==> src/rtl/commit_unit.sv <==
// rtl/commit_unit.sv - ROB retire consumer: PRF write-back, freed-preg FIFO, commit counter
`ifndef RETIRE_WIDTH
`define RETIRE_WIDTH 45
`endif

module commit_unit #(
    parameter int FREE_Q_DEPTH = 8,
    parameter int CNT_WIDTH    = 32
) (
    input  logic                     clk,
    input  logic                     rst_n,
    input  logic [`RETIRE_WIDTH-1:0] retire0,
    input  logic [`RETIRE_WIDTH-1:0] retire1,
    output logic                     prf_we0,
    output logic [5:0]               prf_waddr0,
    output logic [31:0]              prf_wdata0,
    output logic                     prf_we1,
    output logic [5:0]               prf_waddr1,
    output logic [31:0]              prf_wdata1,
    output logic                     free_valid,
    output logic [5:0]               free_preg,
    input  logic                     free_ready,
    output logic                     commit_stall,
    output logic [CNT_WIDTH-1:0]     commit_count,
    output logic                     overflow_err
);
    localparam int PW = $clog2(FREE_Q_DEPTH);

    logic        v0, v1;
    logic [5:0]  old0, old1, rd0, rd1;
    logic [31:0] data0, data1;

    assign v0    = retire0[44];
    assign old0  = retire0[43:38];
    assign data0 = retire0[37:6];
    assign rd0   = retire0[5:0];
    assign v1    = retire1[44];
    assign old1  = retire1[43:38];
    assign data1 = retire1[37:6];
    assign rd1   = retire1[5:0];

    logic [5:0]    mem [FREE_Q_DEPTH];
    logic [PW-1:0] wr_ptr, rd_ptr;
    logic [PW:0]   count, count_next;
    logic [PW+1:0] space;
    logic          pop, req0, req1, has_a, has_b, drop;
    logic [5:0]    preg_a;

    assign free_valid = (count != '0);
    assign free_preg  = free_valid ? mem[rd_ptr] : 6'd0;

    // Slot A takes the oldest request; slot B only exists when both ports free a preg,
    // so running out of space always drops retire1 first.
    always_comb begin
        pop        = free_valid & free_ready;
        req0       = v0 && (old0 != 6'd0);
        req1       = v1 && (old1 != 6'd0);
        space      = (PW+2)'(FREE_Q_DEPTH) - {1'b0, count} + (PW+2)'(pop);
        has_a      = (req0 || req1) && (space != '0);
        has_b      = req0 && req1 && (space >= (PW+2)'(2));
        preg_a     = req0 ? old0 : old1;
        drop       = ((req0 || req1) && !has_a) || (req0 && req1 && !has_b);
        count_next = count + (PW+1)'(has_a) + (PW+1)'(has_b) - (PW+1)'(pop);
    end

    always_ff @(posedge clk) begin
        if (has_a) mem[wr_ptr] <= preg_a;
        if (has_b) mem[wr_ptr + PW'(1)] <= old1;
    end

    always_ff @(posedge clk or negedge rst_n) begin
        if (!rst_n) begin
            wr_ptr       <= '0;
            rd_ptr       <= '0;
            count        <= '0;
            commit_stall <= 1'b0;
            overflow_err <= 1'b0;
            commit_count <= '0;
            prf_we0      <= 1'b0;
            prf_waddr0   <= 6'd0;
            prf_wdata0   <= 32'd0;
            prf_we1      <= 1'b0;
            prf_waddr1   <= 6'd0;
            prf_wdata1   <= 32'd0;
        end else begin
            wr_ptr       <= wr_ptr + PW'(has_a) + PW'(has_b);
            rd_ptr       <= rd_ptr + PW'(pop);
            count        <= count_next;
            commit_stall <= (count_next > (PW+1)'(FREE_Q_DEPTH - 2));
            if (drop) overflow_err <= 1'b1;
            commit_count <= commit_count + CNT_WIDTH'(v0) + CNT_WIDTH'(v1);
            // Younger packet owns the register when both target the same rd.
            prf_we0      <= v0 && !(v1 && (rd1 == rd0));
            prf_we1      <= v1;
            if (v0) begin
                prf_waddr0 <= rd0;
                prf_wdata0 <= data0;
            end
            if (v1) begin
                prf_waddr1 <= rd1;
                prf_wdata1 <= data1;
            end
        end
    end
endmodule

==> config.mk <==
export PLATFORM = sky130hd
export DESIGN_NAME = commit_unit
export DESIGN_NICKNAME = d
export VERILOG_FILES = /design/src/rtl/commit_unit.sv
export SDC_FILE = /design/constraint.sdc
export NUM_CORES = 1
export LEC_CHECK = 0
export ABC_CLOCK_PERIOD_IN_PS = 6670
export CAP_MARGIN = 20
export CORE_ASPECT_RATIO = 0.8
export CORE_MARGIN = 4
export CORE_UTILIZATION = 53
export CTS_CLUSTER_DIAMETER = 120
export DETAILED_ROUTE_END_ITERATION = 8
export PLACE_DENSITY = 0.83
export SLEW_MARGIN = 20
export SYNTH_ARGS = -nofsm -noshare
export SYNTH_HDL_FRONTEND = slang
export SYNTH_SLANG_ARGS = --single-unit
==> constraint.sdc <==
create_clock -name clk -period 6.67 [get_ports clk]
set_clock_uncertainty 0.15 [all_clocks]
set_input_delay 1.334 -clock clk [delete_from_list [all_inputs] [get_ports clk]]
set_output_delay 1.334 -clock clk [all_outputs]
set_load 0.01 [all_outputs]
==> results.toml, run 1 <==
[clock_network]
cts_hold_buf = 0
clockBufferDepth = 2
cts_resized = 0
clock_sinks = 170
cts_buffers = 17
htree_levels = 4
post-cts-setup-buffers = 0
clkTransAtPathRegs_ns = 0.06
clock-root-buffer = "clkbuf_16"
clk_latency_ns = 0.42
cts_tree = "yes"

[die]
die_area_mm2 = 0.0170
num_rows = 39
initial_utilization_pct = 54.7
core_area_mm2 = 0.0145
io_pins = 212
die_x_um = 145
die_h_um = 117

[worst_hold_path]
hp-start = "commit_count[31]"
hold_path_end = "commit_count[31]"
hold_class = "reg2reg"
holdPathStages = 1

[logic_synthesis]
avgSynthCellArea_um2 = 14.6
yosysTopAreaCellShare_pct = 38.5
ys_warn_count = 0
yosys_register_bits = 170
yosysTopAreaCell = "dfrtp_1"
syn_inst = 543
seq_area_frac_synth_pct = 56.6
synth_common_cells = "mux2_2 (127), dfrtp_1 (122), edfxtp_1 (48)"
synth_top_flop_cell = "dfrtp_1"
ys_top_cells_by_area = "dfrtp_1 (38%), edfxtp_1 (18%), mux2_2 (18%), mux4_2 (3.4%), xnor2_1 (2.5%)"
ys_async_sr_fraction_pct = 71.8
ys_types = 48
yosysMostFrequentCell = "mux2_2"
synth_edf_count = 48
syn-num-nets = 653
synthesis.area_mm2 = 0.00793

[grt]
track_usage_pct = 24.5
overflow = 0
grt_pass1_vias = 5704
antenna_found_initial = 0
grt_max_degree = 66
grt_pass1_wl_mm = 31.7

[placement]
place_congestion = 0.834
port_buffers = 211
hpwl_mm = 14.8

[final_layout]
n_fill_cell = 900
post-route-util_pct = 74.1
area_growth_syn_to_layout_pct = 35.3
final_nets = 862
antenna_cells = 0
final_layout_size_suffix_gt1_share_pct = 25.1

[power]
power.switching_uw = 1140
p_per_area_mw_per_mm2 = 339
internal-power_uw = 2500
p_seq_share_pct = 40.7
pwr-share-comb_pct = 33.0
ir_drop_mv = 0.251
p_leak_uw = 0.00428
swShare_pct = 31.2
clockPowerShare_pct = 26.3

[sta]
period_minus_slack_ns = 4.81
tns_ns = 0
period_share_pct = 72.2
whs_ns = 0.329
slew_violations = 0
hold_violations = 0
slew_headroom_pct = 25.9
fmax_mhz = 208
rsz0062_at_grt = "false"
worst-slew-pin-transition_ns = 1.11
setup_viol = 0

[worst_setup_path]
crit_chain = "clkdlybuf4s50_1 -> nand2_1 -> ha_1 -> inv_1 -> ha_1 -> nand4b_1 -> mux2i_1 -> a32o_1 -> ha_1 -> inv_1 -> fa_1 -> fa_1 -> xnor2_1 -> a31o_2"
end_kind = "register"
crit_type = "in2reg"
reg2reg_slack_ns = 2.19
cp-start-kind = "input port"
cp_common_cell = "ha_1"
cp.arrival_ns = 4.97
slowest_delay_ns = 0.51
reg2reg_from = "count[3]"
crit_family = "adder cells"
cp_slowest_cell = "mux2i_1"
rr_worst_depth = 17
path_max_fanout = 10
worstReg2RegEnd = "commit_stall"
cp_num_buf_inv = 3
crit_required_ns = 6.82

[route]
drcViolationCount = 0
routed_via_density = 5.68
firstDrtPassIters = 5
vias = 5383
wl_per_cell_um = 21.4
drt_iter0_markers = 422
totalWireLength_mm = 20.2
ant_nets = 0

[job]
max_cap_violations = 0

[status]
status = "finished clean"
==> cells by family after synthesis <==
kind of cell	after synthesis	share of synthesized area (%)
buffers and inverters	44	2.49
and+or+nand+nor	92	6.28
DFF	170	56.6
AOI/OAI and AO/OA	26	3.58
adders and majority gates	18	3.19
muxes	150	23.1
xor gates and xnor gates	43	4.75
==> power groups by stage <==
stage,clock (uW),combinational [uW],sequential (uW)
floorplan,0,730,1440
finish,958,1200,1480
CTS,969,1210,1480
global route,1020,1310,1510
detailed placement,0,1200,1500
global placement,0,1150,1490
==> cell usage in the layout, fill, tap and decap left out, drive strengths merged, types with 3 or more instances in the layout <==
master,netlist,routed
clkdlybuf4s50,0,208
mux2,131,131
dfrtp,122,122
edfxtp,48,48
xnor2,23,23
clkbuf,15,23
xor2,20,20
inv,18,19
nand3,18,18
nor2,14,14
nand2,14,14
ha,13,13
mux4,12,12
nor3,9,9
nor4,8,8
mux2i,7,7
o21bai,7,7
buf,10,7
and3,6,6
nand4,6,6
clkinv,1,6
a2111oi,4,4
fa,4,4
and2,3,3
and4,3,3
nand3b,3,3
==> metrics by stage <==
stage | setup WS, ns | instances | power [uW] | instance area (um2)
after CTS | 1.87 | 948 | 3660 | 10700
after floorplan | 2.32 | 543 | 2170 | 7930
after global routing | 1.61 | 948 | 3840 | 10700
final | 1.86 | 948 | 3640 | 10700
after global placement | 1.59 | 917 | 2640 | 10200
after detailed placement | 1.43 | 917 | 2700 | 10200
==> cell type report <==
class	instances	area [um2]	area share (%)
Multi-Input combinational cell	329	3240	30.2
Tap cell	184	230	2.14
Timing Repair Buffer	215	2130	19.8
Inverter	19	71.3	0.664
Clock buffer	23	472	4.39
Clock inverter	8	95.1	0.886
Sequential cell	170	4490	41.9
==> flip-flops by register name, summed over array words and instances, names as in the netlist <==
register and cells:
prf_wdata1 32, prf_waddr1 6, count 4, prf_we1 1, prf_wdata0 32, rd_ptr 3, overflow_err 1, commit_stall 1
mem 48, prf_we0 1, prf_waddr0 6, commit_count 32, wr_ptr 3
==> layer usage <==
metal	vias up	global-route usage [%]	wire, um
met5	-	0	0
met4	0	8.22	535
met3	33	7.45	1510
met2	215	39.4	10100
met1	2718	31.5	8120
li1	2417	-	-
==> worst reg2reg max path: cells and delay by family, from the launching register on <==
kind | cells | cell delay, ns
simple gates | 3 | 0.50
fa+ha+maj | 6 | 1.56
compound gates | 2 | 0.76
xor+xnor | 1 | 0.17
flops | 1 | 0.43
mux | 1 | 0.51
buf+inv | 4 | 0.30
==> worst max-delay path by stage <==
stage | start | to | slack (ns) | cells past startpoint
3_3_place_gp | free_ready | commit_stall | 1.59 | 14
5_1_grt | free_ready | commit_stall | 1.61 | 14
4_1_cts | free_ready | commit_stall | 1.87 | 14
2_1_floorplan | free_ready | commit_stall | 2.32 | 14
3_5_place_dp | free_ready | commit_stall | 1.43 | 14
6_report | free_ready | commit_stall | 1.86 | 14
Power figures use the tool's default switching activity.
==> run 2: changes to the inputs <==
- ABC_CLOCK_PERIOD_IN_PS: 6670 -> 4750
- CORE_UTILIZATION: 53 -> 49
- PLACE_DENSITY: 0.83 -> 0.78
- clock period: 6.67 -> 4.75 ns (I/O delays scaled with it)
==> run 2 against run 1 <==
Compared with the run above: non-clock buffer count increased by 13; wire length decreased by 2.7%; utilization decreased by 5.1 points; clock power increased by 43%; clock-buffer cell count decreased by 2; via count decreased by 0.98%; sequential power increased by 40%; hold slack got worse by 0.010 ns; die area increased by 7.6%; critical endpoint unchanged; global-route usage decreased by 1.7 points; power increased by 41%.
==> results.toml, run 2 (synthesized netlist as in run 1, its figures left out) <==
[clock_network]
post-cts-setup-buffers = 0
cts_tree = "yes"
htree_levels = 4
clkTransAtPathRegs_ns = 0.07
cts_resized = 0
clockBufferDepth = 2
clk_latency_ns = 0.42
clock-root-buffer = "clkbuf_16"
cts_buffers = 17
cts_hold_buf = 0
clock_sinks = 170

[sta]
hold_violations = 0
rsz0062_at_grt = "false"
setup_viol = 0
tns_ns = 0
worst-slew-pin-transition_ns = 0.975
period_minus_slack_ns = 4.21
fmax_mhz = 237
slew_violations = 0
slew_headroom_pct = 34.4
whs_ns = 0.319
period_share_pct = 88.7

[worst_hold_path]
hp-start = "overflow_err"
hold_class = "reg2reg"
hold_path_end = "overflow_err"
holdPathStages = 1

[route]
vias = 5330
drcViolationCount = 0
firstDrtPassIters = 5
ant_nets = 0
totalWireLength_mm = 19.7
wl_per_cell_um = 19.8
drt_iter0_markers = 263
routed_via_density = 5.37

[worst_setup_path]
reg2reg_slack_ns = 0.54
crit_cells = 17
cp_num_buf_inv = 4
crit_type = "reg2reg"
slowest_delay_ns = 0.52
worstReg2RegEnd = "commit_stall"
crit_required_ns = 4.91
rr_worst_depth = 17
end_kind = "register"
cp_slowest_cell = "mux2i_1"
crit_family = "adder cells"
cp-start-kind = "register"
crit_chain = "inv_1 -> ha_1 -> and2_1 -> inv_1 -> nand2_1 -> ha_1 -> inv_1 -> ha_1 -> nand4b_1 -> mux2i_1 -> a32o_1 -> ha_1 -> inv_1 -> fa_1 -> fa_1 -> xnor2_1 -> a31o_2"
path_max_fanout = 7
reg2reg_from = "count[2]"
cp.arrival_ns = 4.37

[grt]
antenna_found_initial = 0
grt_pass1_wl_mm = 31.6
grt_util_met3_pct = 7.96
grt_max_degree = 65
track_usage_pct = 22.8
grt.busiest_layer = "met2"
overflow = 0
grt_pass1_vias = 5861
grt_use_met2_pct = 36.3
use_met1_pct = 29.0

[final_layout]
final_layout_size_suffix_gt1_share_pct = 26.7
area_growth_syn_to_layout_pct = 37.3
antenna_cells = 0
n_fill_cell = 1116
regMostFlops = "mem"
final_nets = 875
layout_commonest_cell = "clkdlybuf4s50_1"
final_cell_mix = "clkdlybuf4s50_1 (208), mux2_2 (127), dfrtp_1 (122)"
largest_reg_flops = 48

[die]
die_x_um = 150
die_h_um = 122
num_rows = 41
core_area_mm2 = 0.0158
die_area_mm2 = 0.0183
io_pins = 212
initial_utilization_pct = 50.2

[job]
max_cap_violations = 0

[power]
ir_drop_mv = 0.291
p_per_area_mw_per_mm2 = 470
p_leak_uw = 0.00435

[status]
status = "finished clean"

[placement]
hpwl_mm = 14.6
port_buffers = 211
place_congestion = 0.831
[run 2: cell count changes in the layout (fill, tap and decap cells not counted), moves of 2 or more]
cell / delta
buf_4: +13
clkbuf_1: -2
clkinv_2: -2
inv_6: +2
[run 2: metal layers]
layer	vias to the layer above	routed length [um]
met5	-	0
met4	0	421
met3	30	1710
met2	196	9470
met1	2663	8100
li1	2441	-
[run 2: layout make-up]
cell class	count	area, um2	share of cell area, %
clock buffer	21	482	4.42
clock inverter	11	106	0.976
inverter	19	71.3	0.655
multi-input combinational	329	3240	29.8
sequential	170	4490	41.3
tap	215	269	2.47
timing repair buffer	228	2230	20.4
[run 2: how the worst max path moves through the flow]
stage / start / end / slack, ns
after detailed placement: free_ready / commit_stall / 0.18
after floorplan: count[2] / commit_stall / 0.71
after CTS: count[2] / commit_stall / 0.53
after global placement: free_ready / commit_stall / 0.33
after global routing: count[2] / commit_stall / 0.24
final: count[2] / commit_stall / 0.54
[run 2: per-stage QoR]
| stage | setup slack, ns | total power (uW) | cells | area (um2) | utilization, % |
|---|---|---|---|---|---|
| 6_report | 0.539 | 5120 | 993 | 10900 | 68.9 |
| 3_3_place_gp | 0.332 | 3730 | 961 | 10300 | 65.2 |
| 4_1_cts | 0.527 | 5190 | 993 | 10900 | 68.9 |
| 5_1_grt | 0.237 | 5430 | 993 | 10900 | 68.9 |
| 3_5_place_dp | 0.178 | 3800 | 961 | 10300 | 65.2 |
| 2_1_floorplan | 0.713 | 3050 | 543 | 7930 | - |
[run 2: report_power, final]
part / internal [uW] / switching [uW] / leakage [uW]
combinational: 898 / 789 / 0.00215
sequential: 1830 / 239 / 0.00191
clock: 788 / 580 / 0.000292
total: 3510 / 1610 / 0.00435
